`config.mk`:
```
export PLATFORM = sky130hd
export DESIGN_NAME = axis_frame_len_enforcer
export DESIGN_NICKNAME = d
export VERILOG_FILES = /design/src/rtl/axis_frame_len_enforcer.sv
export SDC_FILE = /design/constraint.sdc
export NUM_CORES = 1
export LEC_CHECK = 0
export ABC_CLOCK_PERIOD_IN_PS = 4200
export BUFFER_PORTS_ARGS = -buffer_cell sky130_fd_sc_hd__clkbuf_2
export CAP_MARGIN = 20
export CORE_ASPECT_RATIO = 0.5
export CORE_MARGIN = 2
export CORE_UTILIZATION = 59
export DETAILED_ROUTE_END_ITERATION = 10
export GPL_ROUTABILITY_DRIVEN = 0
export HOLD_SLACK_MARGIN = 0.08
export PLACE_DENSITY = 0.83
export SYNTH_ARGS = -nofsm -noshare
export SYNTH_HDL_FRONTEND = slang
export SYNTH_SLANG_ARGS = --single-unit
```
`constraint.sdc`:
```
create_clock -name clk -period 4.2 [get_ports clk]
set_clock_uncertainty 0.15 [all_clocks]
set_input_delay 0.63 -clock clk [delete_from_list [all_inputs] [get_ports clk]]
set_output_delay 0.63 -clock clk [all_outputs]
set_load 0.02 [all_outputs]
```
`src/rtl/axis_frame_len_enforcer.sv`:
```
// Byte-wide AXI4-Stream frame length enforcer: zero-pads runts to MIN_LEN, truncates at MAX_LEN.
// Optional saturating frame/pad/truncation counters when AXIS_FRAME_LEN_STATS_EN is defined.
module axis_frame_len_enforcer #(
    parameter int                    MIN_LEN              = 60,
    parameter int                    MAX_LEN              = 1514,
    parameter int                    USER_WIDTH           = 1,
    parameter logic [USER_WIDTH-1:0] USER_BAD_FRAME_VALUE = 1'b1,
    parameter logic [USER_WIDTH-1:0] USER_BAD_FRAME_MASK  = 1'b1
) (
    input  logic                  clk,
    input  logic                  rst,
    input  logic [7:0]            s_axis_tdata,
    input  logic                  s_axis_tvalid,
    output logic                  s_axis_tready,
    input  logic                  s_axis_tlast,
    input  logic [USER_WIDTH-1:0] s_axis_tuser,
    output logic [7:0]            m_axis_tdata,
    output logic                  m_axis_tvalid,
    input  logic                  m_axis_tready,
    output logic                  m_axis_tlast,
    output logic [USER_WIDTH-1:0] m_axis_tuser,
    output logic                  status_pad,
    output logic                  status_trunc
`ifdef AXIS_FRAME_LEN_STATS_EN
    ,
    output logic [31:0]           stat_frames_o,
    output logic [31:0]           stat_padded_o,
    output logic [31:0]           stat_trunc_o
`endif
);

    localparam int CW = $clog2(MAX_LEN + 1);

    typedef enum logic [1:0] {PASS, PAD, DROP} state_t;

    state_t                state;
    logic [CW-1:0]         cnt;
    logic [CW-1:0]         cnt_inc;
    logic [USER_WIDTH-1:0] pad_user;
    logic                  load_ok;
    logic                  s_fire;

    assign load_ok = ~m_axis_tvalid | m_axis_tready;
    assign cnt_inc = cnt + CW'(1);
    assign s_fire  = s_axis_tvalid & s_axis_tready;

    always_comb begin
        s_axis_tready = 1'b0;
        case (state)
            PASS:    s_axis_tready = load_ok;
            DROP:    s_axis_tready = 1'b1;
            default: s_axis_tready = 1'b0;
        endcase
    end

    always_ff @(posedge clk or posedge rst) begin
        if (rst) begin
            state         <= PASS;
            cnt           <= '0;
            pad_user      <= '0;
            m_axis_tdata  <= '0;
            m_axis_tvalid <= 1'b0;
            m_axis_tlast  <= 1'b0;
            m_axis_tuser  <= '0;
            status_pad    <= 1'b0;
            status_trunc  <= 1'b0;
        end else begin
            status_pad   <= 1'b0;
            status_trunc <= 1'b0;
            // A load below overrides this clear in the same cycle.
            if (m_axis_tready)
                m_axis_tvalid <= 1'b0;
            case (state)
                PASS: begin
                    if (s_fire) begin
                        m_axis_tvalid <= 1'b1;
                        m_axis_tdata  <= s_axis_tdata;
                        m_axis_tuser  <= s_axis_tuser;
                        m_axis_tlast  <= 1'b0;
                        cnt           <= cnt_inc;
                        if (s_axis_tlast) begin
                            if (cnt_inc >= CW'(MIN_LEN)) begin
                                m_axis_tlast <= 1'b1;
                                cnt          <= '0;
                            end else begin
                                pad_user <= s_axis_tuser;
                                state    <= PAD;
                            end
                        end else if (cnt_inc == CW'(MAX_LEN)) begin
                            m_axis_tlast <= 1'b1;
                            m_axis_tuser <= (s_axis_tuser & ~USER_BAD_FRAME_MASK) |
                                            (USER_BAD_FRAME_VALUE & USER_BAD_FRAME_MASK);
                            status_trunc <= 1'b1;
                            cnt          <= '0;
                            state        <= DROP;
                        end
                    end
                end
                PAD: begin
                    if (load_ok) begin
                        m_axis_tvalid <= 1'b1;
                        m_axis_tdata  <= '0;
                        m_axis_tuser  <= pad_user;
                        if (cnt_inc == CW'(MIN_LEN)) begin
                            m_axis_tlast <= 1'b1;
                            status_pad   <= 1'b1;
                            cnt          <= '0;
                            state        <= PASS;
                        end else begin
                            m_axis_tlast <= 1'b0;
                            cnt          <= cnt_inc;
                        end
                    end
                end
                DROP: begin
                    // Remainder of an overlong frame is swallowed up to its tlast.
                    if (s_fire && s_axis_tlast)
                        state <= PASS;
                end
                default: state <= PASS;
            endcase
        end
    end

`ifdef AXIS_FRAME_LEN_STATS_EN
    always_ff @(posedge clk or posedge rst) begin
        if (rst) begin
            stat_frames_o <= '0;
            stat_padded_o <= '0;
            stat_trunc_o  <= '0;
        end else begin
            if (m_axis_tvalid && m_axis_tready && m_axis_tlast && stat_frames_o != 32'hFFFF_FFFF)
                stat_frames_o <= stat_frames_o + 32'd1;
            if (status_pad && stat_padded_o != 32'hFFFF_FFFF)
                stat_padded_o <= stat_padded_o + 32'd1;
            if (status_trunc && stat_trunc_o != 32'hFFFF_FFFF)
                stat_trunc_o <= stat_trunc_o + 32'd1;
        end
    end
`endif

endmodule

```
==> summary.md <==
| Metric | Value |
|---|---|
| Clock sinks | 27 |
| Core area | 0.00260 mm² |
| Post-CTS setup buffers | 0 |
| Clk Latency, worst-skew pair | 0.27 ns |
| DIE AREA | 0.00323 mm² |
| Register area share after synthesis | 41.4% |
| Synth top cells by count | nand2_1 (29), dfrtp_1 (27), nand3_1 (14), nor2_1 (12), o21ai_0 (11) |
| Critical Path AT | 3.02 ns |
| Syn Nets | 196 |
| First-pass GRT wire length | 5910 µm |
| Tot GR Track Use | 24.4% |
| Setup_tns | 0 ns |
| I/O Pins | 28 |
| Crit path capture type | register |
| Cts repair resizes | 0 |
| Rows | 13 |
| Startpoint Class | register |
| Reg2reg setup slack | 1.20 ns |
| Worst Reg-to-Reg Cells | 8 |
| Longest Clk Path Bufs | 2 |
| Gr ovfl total | 0 |
| Maximum resistive drop on vdd | 0.255 mV |
| Achievable Freq | 333 MHz |
| Mapped cell area | 0.00163 mm² |
| Final worst-path cycle share | 71.4% |
| Fin nets | 218 |
| Power Density | 529 mW/mm² |
| Worst setup path class | reg2reg |
| Top_reg_cell synth | dfrtp_1 |
| Overall Power | 963 µW |
| Setup WS pre-CTS | 1.24 ns |
| Worst Hold Class | in2async |
| EDFF count, synth | 0 |
| Post-synth top area cell | dfrtp_1 |
| DR iter-0 viols | 139 |
| Post-synth top area share | 41.4% |
| Max-cap violations | 0 |
| Placed standard-cell area | 0.00174 mm² |
| DIE HEIGHT | 41.2 µm |
| DRC Markers | 0 |
| Vias/cell | 6.04 |
| Number of port buffers | 27 |
| TritonCTS clock tree | built |
| # hold bufs at CTS | 0 |
| Layout cell share with drive strength beyond 1 | 23.9% |
| Htree depth | 1 |
| Slew at the pin closest to its max-slew limit | 0.885 ns |
| Largest net degree at the start of global routing | 28 |
| Final WS setup | 1.20 ns |
| Synth async-reset ratio | 100% |
| Pre-Repair DR Iteration Count | 4 |
| Antenna Violating Nets Remaining | 0 |
| Clock Pin Slew Worst Setup and Hold Paths | 0.09 ns |
| Die X | 78.3 µm |
| RSZ-0062 raised after global routing | false |
| HPWL Detailed | 2630 µm |
| Slew HR | 41.0% |
| Final Cell Area | 0.00182 mm² |
| Setup Viol. Count Final | 0 |
| Count leader, synth | nand2_1 |
| Vias in the first global route | 1283 |
| Mean Syn Cell Area | 9.06 µm² |
| Fin. max-slew vios | 0 |
| Yosys reg bits | 27 |
| Post-DR wirelength/cell | 15.4 µm |
| YS warnings | 0 |
| Critical Path RT | 4.22 ns |
| Final wirelength | 3670 µm |
| Initial antenna violation count | 0 |
| Fillers | 215 |
| Worst Path Max Fanout | 16 |
| Area growth, synth to finish | 11.6% |
| Starting Density | 62.6% |
| Root buf cell | clkbuf_8 |
| Via count | 1438 |
| Leak | 0.000844 µW |
| Synth area leaders | dfrtp_1 (41%), nand2_1 (6.7%), nand3_1 (4.3%) |
| Final Critical Period | 3.00 ns |
| N_diodes | 0 |
| Syn Inst Count | 180 |
| Final hold viol count | 0 |
| Synth cell types | 51 |
| Outcome | finished, final reports clean |
| Total CTS buffers | 3 |
-- cell usage in the layout, fill, tap and decap left out, drive strengths merged, types with 2 or more instances in the layout --
cell,Yosys,routed
clkbuf,7,30
nand2,29,29
dfrtp,27,27
nand3,14,14
o21ai,14,14
nor2,13,13
a21oi,6,6
a22o,5,5
nand4,4,4
and3,4,4
nor3,4,4
mux2,3,3
nand2b,3,3
inv,3,3
nor2b,3,3
nor4b,3,3
or3,2,2
xnor2,2,2
a32oi,2,2
a2111o,2,2
a21o,2,2
ha,2,2
and2,2,2
and2b,2,2
o31ai,2,2
a31oi,2,2
buf,5,2
-- state kept, by name, indices dropped and copies added (netlist names) --
name / count
cnt: 11
m_axis_tdata: 8
m_axis_tlast: 1
m_axis_tuser: 1
m_axis_tvalid: 1
pad_user: 1
state: 2
status_pad: 1
status_trunc: 1
-- where the power goes --
group | switching, µW | internal (µW)
logic | 248 | 154
registers | 82.8 | 328
clock network | 82.9 | 67.4
-- path summary, 6_finish.rpt --
check	from	endpoint
min in group clk	m_axis_tdata[2]$_DFFE_PP0P_	m_axis_tdata[2]$_DFFE_PP0P_
max reg2reg	cnt[0]$_DFFE_PP0P_	cnt[4]$_DFFE_PP0P_
max	cnt[0]$_DFFE_PP0P_	cnt[4]$_DFFE_PP0P_
min	rst	cnt[5]$_DFFE_PP0P_
min reg2reg	m_axis_tdata[2]$_DFFE_PP0P_	m_axis_tdata[2]$_DFFE_PP0P_
max in group asynchronous	rst	cnt[8]$_DFFE_PP0P_
-- routing by layer --
layer	share of wire [%]	track usage, %
met1	46	30.7
met2	46	45.5
met3	6.9	5.29
met4	1.2	5.70
met5	0	0
-- logic make-up (layout without fill, tap and decap cells) --
family	after synthesis	after routing	synth area share (%)
mux	4	4	2.69
buf+inv	15	36	5.37
compound gates	41	41	19.3
xor+xnor	2	2	1.07
simple gates	89	89	28.6
fa+ha+maj	2	2	1.53
flops	27	27	41.4
-- through the flow --
step / hold slack (ns) / util [%] / cells
floorplan: 0.310 / - / 180
global placement: 0.298 / 67.0 / 233
detailed placement: 0.316 / 67.0 / 233
CTS: 0.337 / 68.8 / 237
global route: 0.177 / 69.9 / 238
finish: 0.146 / 69.9 / 238
-- cell type report --
class | count | area (µm²) | area share, %
tap | 37 | 46.3 | 2.54
clock inverter | 1 | 7.51 | 0.413
clock buffer | 3 | 41.3 | 2.27
inverter | 3 | 11.3 | 0.619
sequential | 27 | 676 | 37.1
timing repair buffer | 29 | 170 | 9.35
multi-input combinational | 138 | 867 | 47.7
-- critical path: stages (launching register included) --
cell and delay [ns]:
dfrtp_1 0.46, ha_1 0.42, or3_1 0.37, o21ai_1 0.08, a32oi_1 0.08, a2111o_1 0.51, a31oi_4 0.39, nor2_4 0.11
a221o_1 0.32
No activity file was read; power rests on OpenSTA's default activity.
